## src/rtl/char_rom_scheduler_if.sv

```systemverilog
// rtl/char_rom_scheduler_if.sv - load/ROM/segment-bus signal bundle for char_rom_scheduler
interface char_rom_scheduler_if #(
    parameter int NUM_DIGITS = 4,
    parameter int ADDR_W     = 5,
    parameter int DATA_W     = 8
);
    logic                         load;
    logic [NUM_DIGITS*ADDR_W-1:0] addr_in;
    logic                         rom_en;
    logic [ADDR_W-1:0]            rom_addr;
    logic [DATA_W-1:0]            rom_data;
    logic [NUM_DIGITS*DATA_W-1:0] sseg_bus;
    logic                         busy;
    logic                         done;

    modport master (
        output load, addr_in, rom_data,
        input  rom_en, rom_addr, sseg_bus, busy, done
    );

    modport slave (
        input  load, addr_in, rom_data,
        output rom_en, rom_addr, sseg_bus, busy, done
    );
endinterface

```

## src/rtl/char_rom_scheduler.sv

```systemverilog
// rtl/char_rom_scheduler.sv - shares one character ROM across all digits, commits frames atomically
module char_rom_scheduler #(
    parameter int                NUM_DIGITS = 4,
    parameter int                ADDR_W     = 5,
    parameter int                DATA_W     = 8,
    parameter logic [DATA_W-1:0] BLANK      = 8'hFF
) (
    input  logic                 clk,
    input  logic                 rst,
    char_rom_scheduler_if.slave  bus
);
    localparam int IDX_W = $clog2(NUM_DIGITS);
    localparam int LAST  = NUM_DIGITS - 1;

    typedef enum logic [1:0] {IDLE, FETCH, DRAIN} state_t;

    state_t                       state_q, state_d;
    logic [IDX_W-1:0]             idx_q, idx_d;
    logic [IDX_W-1:0]             cap_idx_q, cap_idx_d;
    logic                         cap_valid_q, cap_valid_d;
    logic [NUM_DIGITS*ADDR_W-1:0] addr_hold_q, addr_hold_d;
    logic [NUM_DIGITS*ADDR_W-1:0] pending_addr_q, pending_addr_d;
    logic                         pending_q, pending_d;
    logic [DATA_W-1:0]            shadow_q [NUM_DIGITS];
    logic [DATA_W-1:0]            shadow_d [NUM_DIGITS];
    logic [NUM_DIGITS*DATA_W-1:0] sseg_q, sseg_d;
    logic                         busy_q, busy_d;
    logic                         done_q, done_d;
    logic [ADDR_W-1:0]            digit_addr;

    always_comb begin
        digit_addr = addr_hold_q[(LAST - int'(idx_q))*ADDR_W +: ADDR_W];
    end

    assign bus.rom_en   = (state_q == FETCH);
    assign bus.rom_addr = (state_q == FETCH) ? digit_addr : '0;
    assign bus.sseg_bus = sseg_q;
    assign bus.busy     = busy_q;
    assign bus.done     = done_q;

    always_comb begin
        state_d        = state_q;
        idx_d          = idx_q;
        addr_hold_d    = addr_hold_q;
        pending_d      = pending_q;
        pending_addr_d = pending_addr_q;
        cap_valid_d    = (state_q == FETCH);
        cap_idx_d      = idx_q;
        shadow_d       = shadow_q;
        sseg_d         = sseg_q;
        done_d         = 1'b0;

        // ROM data lags the issued address by one cycle
        if (cap_valid_q) begin
            shadow_d[cap_idx_q] = bus.rom_data;
        end

        case (state_q)
            IDLE: begin
                if (bus.load) begin
                    addr_hold_d = bus.addr_in;
                    idx_d       = '0;
                    state_d     = FETCH;
                end
            end
            FETCH: begin
                idx_d = idx_q + IDX_W'(1);
                if (bus.load) begin
                    pending_addr_d = bus.addr_in;
                    pending_d      = 1'b1;
                end
                if (idx_q == IDX_W'(LAST)) begin
                    state_d = DRAIN;
                end
            end
            DRAIN: begin
                // Commit includes the last digit captured this very cycle
                for (int i = 0; i < NUM_DIGITS; i++) begin
                    sseg_d[(LAST - i)*DATA_W +: DATA_W] = shadow_d[i];
                end
                done_d    = 1'b1;
                pending_d = 1'b0;
                idx_d     = '0;
                if (bus.load) begin
                    addr_hold_d = bus.addr_in;
                    state_d     = FETCH;
                end else if (pending_q) begin
                    addr_hold_d = pending_addr_q;
                    state_d     = FETCH;
                end else begin
                    state_d = IDLE;
                end
            end
            default: state_d = IDLE;
        endcase

        busy_d = (state_d != IDLE);
    end

    always_ff @(posedge clk) begin
        if (rst) begin
            state_q        <= IDLE;
            idx_q          <= '0;
            cap_idx_q      <= '0;
            cap_valid_q    <= 1'b0;
            addr_hold_q    <= '0;
            pending_addr_q <= '0;
            pending_q      <= 1'b0;
            sseg_q         <= {NUM_DIGITS{BLANK}};
            busy_q         <= 1'b0;
            done_q         <= 1'b0;
        end else begin
            state_q        <= state_d;
            idx_q          <= idx_d;
            cap_idx_q      <= cap_idx_d;
            cap_valid_q    <= cap_valid_d;
            addr_hold_q    <= addr_hold_d;
            pending_addr_q <= pending_addr_d;
            pending_q      <= pending_d;
            sseg_q         <= sseg_d;
            busy_q         <= busy_d;
            done_q         <= done_d;
        end
    end

    always_ff @(posedge clk) begin
        shadow_q <= shadow_d;
    end
endmodule

```

## src/flat_wrapper.sv

```systemverilog
// flat-port wrapper written by rule: the top's interface ports become plain ports
module char_rom_scheduler_flat 
#(
    parameter int                NUM_DIGITS = 4,
    parameter int                ADDR_W     = 5,
    parameter int                DATA_W     = 8,
    parameter logic [DATA_W-1:0] BLANK      = 8'hFF
)
  (clk, rst, bus_load, bus_addr_in, bus_rom_data, bus_rom_en, bus_rom_addr, bus_sseg_bus, bus_busy, bus_done);
  char_rom_scheduler_if #(.NUM_DIGITS(NUM_DIGITS), .ADDR_W(ADDR_W), .DATA_W(DATA_W)) bus_i ();
  input  logic clk;
  input  logic rst;
  input wire logic [$bits(bus_i.load)-1:0] bus_load;
  input wire logic [$bits(bus_i.addr_in)-1:0] bus_addr_in;
  input wire logic [$bits(bus_i.rom_data)-1:0] bus_rom_data;
  output wire logic [$bits(bus_i.rom_en)-1:0] bus_rom_en;
  output wire logic [$bits(bus_i.rom_addr)-1:0] bus_rom_addr;
  output wire logic [$bits(bus_i.sseg_bus)-1:0] bus_sseg_bus;
  output wire logic [$bits(bus_i.busy)-1:0] bus_busy;
  output wire logic [$bits(bus_i.done)-1:0] bus_done;
  assign bus_i.load = bus_load;
  assign bus_i.addr_in = bus_addr_in;
  assign bus_i.rom_data = bus_rom_data;
  assign bus_rom_en = bus_i.rom_en;
  assign bus_rom_addr = bus_i.rom_addr;
  assign bus_sseg_bus = bus_i.sseg_bus;
  assign bus_busy = bus_i.busy;
  assign bus_done = bus_i.done;
  char_rom_scheduler #(.NUM_DIGITS(NUM_DIGITS), .ADDR_W(ADDR_W), .DATA_W(DATA_W), .BLANK(BLANK)) u_core (.clk(clk), .rst(rst), .bus(bus_i));
endmodule
```

## config.mk

```make
export PLATFORM = sky130hd
export DESIGN_NAME = char_rom_scheduler_flat
export DESIGN_NICKNAME = d
export VERILOG_FILES = /design/src/rtl/char_rom_scheduler_if.sv /design/src/rtl/char_rom_scheduler.sv /design/src/flat_wrapper.sv
export SDC_FILE = /design/constraint.sdc
export NUM_CORES = 1
export LEC_CHECK = 0
export ABC_AREA = 1
export CORE_ASPECT_RATIO = 0.9
export CORE_MARGIN = 10
export CORE_UTILIZATION = 40
export CTS_CLUSTER_DIAMETER = 200
export DETAILED_ROUTE_END_ITERATION = 8
export GPL_TIMING_DRIVEN = 0
export HOLD_SLACK_MARGIN = 0.05
export PLACE_DENSITY_LB_ADDON = 0.05
export RECOVER_POWER = 100
export REMOVE_ABC_BUFFERS = 1
export SLEW_MARGIN = 0
export SYNTH_ARGS = -nofsm -noshare
export SYNTH_HDL_FRONTEND = slang
export SYNTH_SLANG_ARGS = --single-unit
```

## constraint.sdc

```tcl
create_clock -name clk -period 1.51 [get_ports clk]
set_input_delay 0.453 -clock clk [delete_from_list [all_inputs] [get_ports clk]]
set_output_delay 0.453 -clock clk [all_outputs]
set_load 0.01 [all_outputs]
```

==> run metrics, run 1 <==
RSZ-0062 raised after global routing=yes; CP max-delay cell=dfxtp_4; Core Rows=35; Tmin final=2.077 ns; drt wl/cell=14.48 um; # hold bufs at CTS=0; Mapped Area=0.004319 mm^2; initial DRC count=317; routed wire length=11690 um; VDD IR max=0.6357 mV; final setup fails=37; Reg power frac=39.9%; first-pass GRT wire length=19320 um; cells along the critical path=clkinvlp_4 > buf_2 > nor2_1 > nor2_1 > nand2_2 > a21oi_2 > buf_2; Clock Skews=0.01128 ns; Overall Global Routing Usage=15.62%; final setup margin=-0.5670 ns; core area=0.01038 mm^2; cell area power density=1466 mW/mm^2; worst skew pair latency=0.41 ns; Buffers & Inverters on Critical Path=3; Vias=3908; chip height=118.6 um; largest net degree at the start of global routing=42; largest area contributor in the netlist=dfxtp_1; via-per-instance ratio=4.843; Max Cap Viol=0; Die Area=0.01536 mm^2; clock group share of total power=49.0%; slew at the pin with the worst max-slew slack=0.7610 ns; P_int=0.006545 W; synth top area cells=dfxtp_1 53%, nand2_1 16%, a21oi_1 9.2%; Yosys reg bits=114; f_max=481.5 MHz; Antenna Nets Post-Route=0; critical path class=reg2out; Switch Pwr=0.002165 W; initial antenna violation count=0; Reg clk slew, reported paths=0.05 ns; Unique masters post-synth=18; DP Wirelength=6717 um; Slew Viols, Final=0; number of flops mapped to enable cells by yosys=0; slowest cell delay on critical path=0.37 ns; CP max FO=6; Die Wd=129.5 um; clock root cell=clkbuf_16; vias in the first global route=3808; Fin. Hold Viols=0; Top delay family on crit path=buffers and inverters; Leakage Power=2.477 nW; Post-synth top cells=182 x nand2_1, 114 x dfxtp_1, 79 x a21oi_1; Max-slew headroom=49.14%; H-tree depth=4; worst reg-to-reg setup slack=-0.02 ns; most frequent cell after synthesis=nand2_1; HP Class=reg2reg; Syn Inst Count=589; drt drc=0; Area Growth Syn to Fin=37.51%; diode count=0; sequential area share after synthesis=52.84%; drt pass-1 iters=4; global route overflow=0; I/O pin count=71; outcome=complete, but fails checks; area share of the largest cell type after synthesis=52.84%; clk buf depth=2; port bufs=70; Switching Fraction=24.86%; CP Capture Type=output port; Main synth FF type=dfxtp_1; Async S/R FF share, synth=0%; layout net count=697; total chip power=0.008710 W; critical path arrival=1.62 ns; final std cells w/o fill=807; Period Utilization, post-route=137.5%; yosys warns=0; Num CTS Buffers=17; Comb power frac=11.1%; pre-CTS setup slack=-1.305 ns; crit start category=register; Synth Area per Inst=7.333 um^2; Clock Sinks=114; setup tns final=-9.530 ns; failing checks=setup timing; starting density of the core=41.62%; share of cells above drive strength 1=14.16%; hold slack=0.4502 ns; Layout fillers=968; CP required=1.06 ns; gpl congestion=0.7528; CTS tree=done; DP Cell Count=755
==> flip-flops by register name (all words and copies together), names as in the netlist <==
register / count
u_core.bus.done: 1
u_core.pending_q: 1
u_core.cap_idx_q: 2
u_core.addr_hold_q: 20
u_core.cap_idx_d: 2
u_core.pending_addr_q: 20
u_core.bus.sseg_bus: 32
u_core.state_q: 2
u_core.shadow_q: 32
u_core.cap_valid_q: 1
u_core.bus.busy: 1
==> tightest hold or removal path, stage by stage, from the launching register on <==
cell,delay (ns)
dfxtp_1,0.29
inv_1,0.06
a21oi_1,0.05
==> stage by stage <==
step | instance area [um^2] | util, %
global route | 5939 | 57.23
floorplan | 4174 | -
detailed placement | 5054 | 48.69
CTS | 5936 | 57.19
global placement | 5036 | 48.52
finish | 5939 | 57.23
==> cell type report <==
class / count / area (um^2) / area share, %
Timing Repair inverter: 1 / 7.507 / 0.1264
Sequential cell: 114 / 2297 / 38.68
Tap cell: 129 / 161.4 / 2.718
Timing Repair Buffer: 87 / 783.3 / 13.19
Multi-Input combinational cell: 383 / 1799 / 30.29
Clock buffer: 18 / 429.2 / 7.226
Clock inverter: 14 / 205.2 / 3.455
Inverter: 61 / 256.5 / 4.319
==> layout by cell type (no fill, tap or decap), types with 7 or more instances in the layout <==
master           instances
a21oi_1                 75
buf_4                   12
clkbuf_16               17
clkdlybuf4s15_1         14
clkdlybuf4s50_1         28
clkinvlp_4               7
dfxtp_1                110
dlygate4sd2_1           18
inv_1                   53
nand2_1                173
nand2_2                  8
nand3_1                 23
nor2_1                  26
o21ai_0                 43
o21ai_1                 14
==> worst paths after layout <==
check / from / end / depth (start not counted)
max: u_core.cap_idx_d[0] / bus_rom_addr[0] / 7
max reg2reg: u_core.cap_valid_q / u_core.bus.sseg_bus[30] / 6
min: u_core.pending_addr_q[16] / u_core.pending_addr_q[16] / 2
min reg2reg: u_core.pending_addr_q[16] / u_core.pending_addr_q[16] / 2
==> logic make-up after synthesis <==
kind of cell,synth area share (%)
compound gates,16.57
fa+ha+maj,0.2896
buf+inv,8.662
flops,52.84
simple gates,21.64
==> metal layers <==
metal / vias to the layer above / part of all wire [%] / global-route usage [%]
met1: 1775 / 48 / 20.46
li1: 2036 / - / -
met5: - / 0 / 0
met2: 91 / 44 / 23.51
met4: 0 / 0.68 / 5.267
met3: 6 / 7.7 / 5.139
==> power groups by stage <==
stage                     Sequential [W]  Clock (W)  Combinational, W
after floorplan                  0.00351          0          0.000519
final                            0.00347    0.00427          0.000970
after global routing             0.00350    0.00446           0.00110
after global placement           0.00353          0          0.000782
after CTS                        0.00347    0.00433          0.000958
after detailed placement         0.00354          0          0.000805
==> repair_timing <==
action / CTS / global route
gates cloned: 5 / 0
setup endpoints to repair: 118 / 95
resized for setup: 114 / 27
setup buffers: 13 / 2
pin swaps: 8 / 1
(Power assumes the default switching activity.)
==> run 2, diff against run 1 <==
--- a/config.mk
+++ b/config.mk
@@ -5,7 +5,7 @@
 export SDC_FILE = /design/constraint.sdc
 export NUM_CORES = 1
 export LEC_CHECK = 0
-export ABC_AREA = 1
+export ABC_AREA = 0
 export CORE_ASPECT_RATIO = 0.9
 export CORE_MARGIN = 10
 export CORE_UTILIZATION = 40
@@ -13,7 +13,7 @@
 export DETAILED_ROUTE_END_ITERATION = 8
 export GPL_TIMING_DRIVEN = 0
 export HOLD_SLACK_MARGIN = 0.05
-export PLACE_DENSITY_LB_ADDON = 0.05
+export PLACE_DENSITY = 0.74
 export RECOVER_POWER = 100
 export REMOVE_ABC_BUFFERS = 1
 export SLEW_MARGIN = 0
==> run metrics, run 2 <==
Synth Area per Inst=11.12 um^2; DP Wirelength=5989 um; Clock Skews=0.005739 ns; slew at the pin with the worst max-slew slack=1.102 ns; initial antenna violation count=1; fin util=56.39%; most frequent cells in the layout=108 x dfxtp_1, 40 x nand2_1, 32 x o22a_1; setup tns final=-5.545 ns; sequential area share after synthesis=55.34%; first-pass GRT wire length=16880 um; CP required=1.06 ns; Fin. Hold Viols=0; Post-synth top cells=114 x dfxtp_1, 40 x nand2_1, 32 x o22a_1; RSZ-0062 raised after global routing=yes; failing checks=setup timing; final setup fails=48; cell area power density=1429 mW/mm^2; Slew Viols, Final=0; routed wire length=10990 um; clk buf depth=2; Vias=3268; Die Wd=127.0 um; crit start category=register; Syn Inst Count=371; drt wl/cell=18.14 um; Tmin final=2.138 ns; Period Utilization, post-route=141.6%; final setup margin=-0.6276 ns; Reg clk slew, reported paths=0.05 ns; worst reg-to-reg setup slack=-0.08 ns; diode count=0; via-per-instance ratio=5.393; synth top area cells=dfxtp_1 55%, o22a_1 6.8%, mux2_2 6.6%; Main synth FF type=dfxtp_1; critical path arrival=1.68 ns; Switch Pwr=0.001892 W; Clock Sinks=114; Mapped Area=0.004124 mm^2; most frequent cell after synthesis=dfxtp_1; Max Cap Viol=0; I/O pin count=71; H-tree depth=4; Reg power frac=41.0%; layout net count=496; largest area contributor in the netlist=dfxtp_1; clock root cell=clkbuf_16; Core Rows=35; Unique masters post-synth=27; Overall Global Routing Usage=14.54%; vias in the first global route=3228; CP max FO=4; starting density of the core=40.59%; core area=0.01016 mm^2; Switching Fraction=23.11%; clock group share of total power=50.3%; f_max=467.8 MHz; HP Class=reg2reg; Async S/R FF share, synth=0%; global route overflow=0; share of cells above drive strength 1=23.48%; largest net degree at the start of global routing=51; Die Area=0.01478 mm^2; pre-CTS setup slack=-1.187 ns; Max-slew headroom=26.55%; initial DRC count=248; Antenna Nets Post-Route=0; number of flops mapped to enable cells by yosys=0; area share of the largest cell type after synthesis=55.34%; P_int=0.006295 W; Num CTS Buffers=17; most common cell after layout, fill and taps aside=dfxtp_1; gpl congestion=0.7167; drt pass-1 iters=4; worst skew pair latency=0.41 ns; port bufs=70; critical path class=reg2out; Leakage Power=2.296 nW; CP Capture Type=output port; Area Growth Syn to Fin=38.93%; Comb power frac=8.8%; chip height=116.3 um; Yosys reg bits=114; # hold bufs at CTS=0; CTS tree=done; yosys warns=0; drt drc=0; VDD IR max=1.143 mV; outcome=complete, but fails checks
run 2: cell count changes after synthesis, moves of 20 or more:
cell,delta
nand2_1,-142
a21oi_1,-56
inv_1,-55
o21ai_0,-48
o22a_1,+32
nand3_1,-26
mux2_2,+24
a221oi_1,+20
mux2i_1,+20
run 2: kinds of logic after synthesis:
kind of cell	synth area share, %
buf+inv	3.186
simple gates	9.496
compound gates	14.62
fa+ha+maj	0.3033
mux	17.05
flops	55.34
run 2: layer usage:
metal  part of all wire [%]  vias to the layer above  GRT usage (%)
li1                       -                     1548              -
met3                    7.0                       14          5.989
met2                     47                      112          22.21
met5                  0.064                        -              0
met4                   0.86                        2          6.217
met1                     46                     1592          17.74
run 2: what timing repair did:
item | 4_1_cts | 5_1_grt
pin swaps | 11 | 6
cloned | 5 | 3
gates resized for setup | 108 | 37
setup buffers | 15 | 10
endpoints found under the setup margin | 117 | 72
run 2: per-stage QoR:
step | cell area, um^2 | total power, W | hold slack (ns) | cells
after floorplan | 4008 | 0.003804 | 0.4296 | 342
after global placement | 4870 | 0.004019 | 0.4409 | 541
after detailed placement | 4865 | 0.004048 | 0.4456 | 541
after CTS | 5707 | 0.008241 | 0.4528 | 593
after global routing | 5729 | 0.008467 | 0.4734 | 606
final | 5729 | 0.008187 | 0.4524 | 606
run 2: layout make-up:
type	count	area, um^2
clock buffer	18	439.2
clock inverter	14	178.9
fill	845	4431
inverter	4	17.52
multi-input combinational	232	1831
sequential	114	2297
tap	129	161.4
timing repair buffer	95	804.5
run 2: path summary, 6_finish.rpt:
kind	start	endpoint	depth (start not counted)
max	u_core.cap_idx_d[1]	bus_rom_addr[2]	4
min	u_core.pending_addr_q[11]	u_core.pending_addr_q[11]	2
max reg2reg	u_core.cap_valid_q	u_core.bus.sseg_bus[8]	5
min reg2reg	u_core.pending_addr_q[11]	u_core.pending_addr_q[11]	2
run 2: critical path: stages, from the launching register on:
cell and delay [ns]:
dfxtp_4 0.39, buf_6 0.11, mux4_2 0.50, and2_4 0.16, buf_6 0.11
run 2: power by group through the flow:
stage | Sequential, W | Combinational (W) | Clock (W)
after global routing | 0.00337 | 0.000788 | 0.00430
after CTS | 0.00336 | 0.000709 | 0.00417
after detailed placement | 0.00341 | 0.000634 | 0
after floorplan | 0.00339 | 0.000416 | 0
final | 0.00335 | 0.000718 | 0.00412
after global placement | 0.00340 | 0.000614 | 0
==> run 3, diff against run 2 <==
==> constraint.sdc (replaced) <==
create_clock -name clk -period 1.51 [get_ports clk]
set_input_delay 0.2265 -clock clk [delete_from_list [all_inputs] [get_ports clk]]
set_output_delay 0.2265 -clock clk [all_outputs]
set_load 0.01 [all_outputs]
==> run metrics, run 3 (synthesis results as in run 2) <==
Antenna Nets Post-Route=0; core area=0.01016 mm^2; starting density of the core=40.59%; CTS tree=done; f_max=525.4 MHz; failing checks=setup timing; initial DRC count=216; Leakage Power=2.200 nW; most common cell after layout, fill and taps aside=dfxtp_1; critical path class=reg2out; global route overflow=0; Die Area=0.01478 mm^2; fin util=55.22%; crit start category=register; chip height=116.3 um; DP Wirelength=5989 um; hold slack=0.3926 ns; slew at the pin with the worst max-slew slack=0.9825 ns; pre-CTS setup slack=-0.9603 ns; port bufs=70; drt drc=0; Clock Skews=0.005456 ns; critical path arrival=1.68 ns; diode count=0; Max Cap Viol=0; Core Rows=35; H-tree depth=4; layout net count=480; HP Class=in2reg; drt pass-1 iters=4; largest net degree at the start of global routing=51; initial antenna violation count=0; gpl congestion=0.7167; share of cells above drive strength 1=20.39%; Layout fillers=855; first-pass GRT wire length=16120 um; Fin. Hold Viols=0; drt wl/cell=17.05 um; vias in the first global route=3144; worst skew pair latency=0.41 ns; most frequent cells in the layout=109 x dfxtp_1, 40 x nand2_1, 32 x o22a_1, 32 x dlygate4sd2_1, 30 x clkdlybuf4s50_1; VDD IR max=1.135 mV; Max-slew headroom=34.50%; clk buf depth=2; outcome=complete, but fails checks; final setup fails=21; clock root cell=clkbuf_16; CP required=1.28 ns; Vias=3124; # hold bufs at CTS=0; Clock Sinks=114; I/O pin count=71; Reg clk slew, reported paths=0.05 ns; CP Capture Type=output port; Area Growth Syn to Fin=36.04%; cell area power density=1451 mW/mm^2; Die Wd=127.0 um; Reg area=0.002293 mm^2; Tmin final=1.903 ns; RSZ-0062 raised after global routing=yes; Period Utilization, post-route=126.0%; via-per-instance ratio=5.295; Num CTS Buffers=17; Slew Viols, Final=0; Overall Global Routing Usage=13.83%; routed wire length=10060 um; final setup margin=-0.3933 ns; area of the multi-input gates=0.001752 mm^2; CP max FO=4
## run 3: cell count changes in the layout (fill, tap and decap cells not counted), sizes merged, moves of 2 or more
cell	previous run	this run
dlygate4sd2	11	32
clkdlybuf4s50	28	30
or2	3	1
buf	25	17
clkdlybuf4s15	13	0
clkbuf	36	23
nand2b	7	5
## run 3: worst paths after layout
kind,to,cells after the start,start,slack [ns]
setup / recovery,bus_rom_addr[2],4,u_core.cap_idx_d[1],-0.39
hold / removal,u_core.pending_addr_q[1],3,bus_addr_in[1],0.39
setup reg to reg,u_core.bus.sseg_bus[0],4,u_core.cap_valid_q,-0.14
hold reg to reg,u_core.pending_addr_q[12],2,u_core.pending_addr_q[12],0.45
## run 3: power by group
group | switching (W) | total [W] | internal [W]
combinational | 0.000308 | 0.000670 | 0.000362
sequential | 0.0000987 | 0.00336 | 0.00326
clock | 0.00146 | 0.00411 | 0.00265
## run 3: area by class of cell
type                            count  share of cell area (%)
Clock buffer                       18                   7.828
Multi-Input combinational cell    226                   31.22
Clock inverter                     14                   3.189
Inverter                            4                  0.2676
Timing Repair Buffer               85                   13.74
Sequential cell                   114                   40.88
Tap cell                          129                   2.877
## run 3: timing repair
item                       in CTS  in global routing
setup endpoints to repair     113                 14
gates cloned                    2                  0
pin swaps                       8                  6
gates resized for setup        89                  6
setup buffers                  10                  5
## run 3: stage by stage
| step | std cells | instance area [um^2] | setup TNS [ns] | total power, W |
|---|---|---|---|---|
| 2_1_floorplan | 342 | 4008 | -1.548 | 0.003804 |
| 3_3_place_gp | 541 | 4870 | -96.52 | 0.004019 |
| 3_5_place_dp | 541 | 4865 | -55.68 | 0.004048 |
| 4_1_cts | 585 | 5608 | -2.000 | 0.008213 |
| 5_1_grt | 590 | 5610 | -5.451 | 0.008426 |
| 6_report | 590 | 5610 | -3.313 | 0.008140 |
## run 3: critical path, stage by stage, from the launching register on
cell	delay, ns
dfxtp_4	0.38
buf_6	0.11
mux4_2	0.50
and2_4	0.16
buf_6	0.11
## run 3: metal layers
layer	global-route usage, %	wire length (um)	part of all wire (%)
met1	17.33	4691	47
met2	20.32	4542	45
met3	5.898	679	6.7
met4	6.065	146	1.5
met5	0	0	0
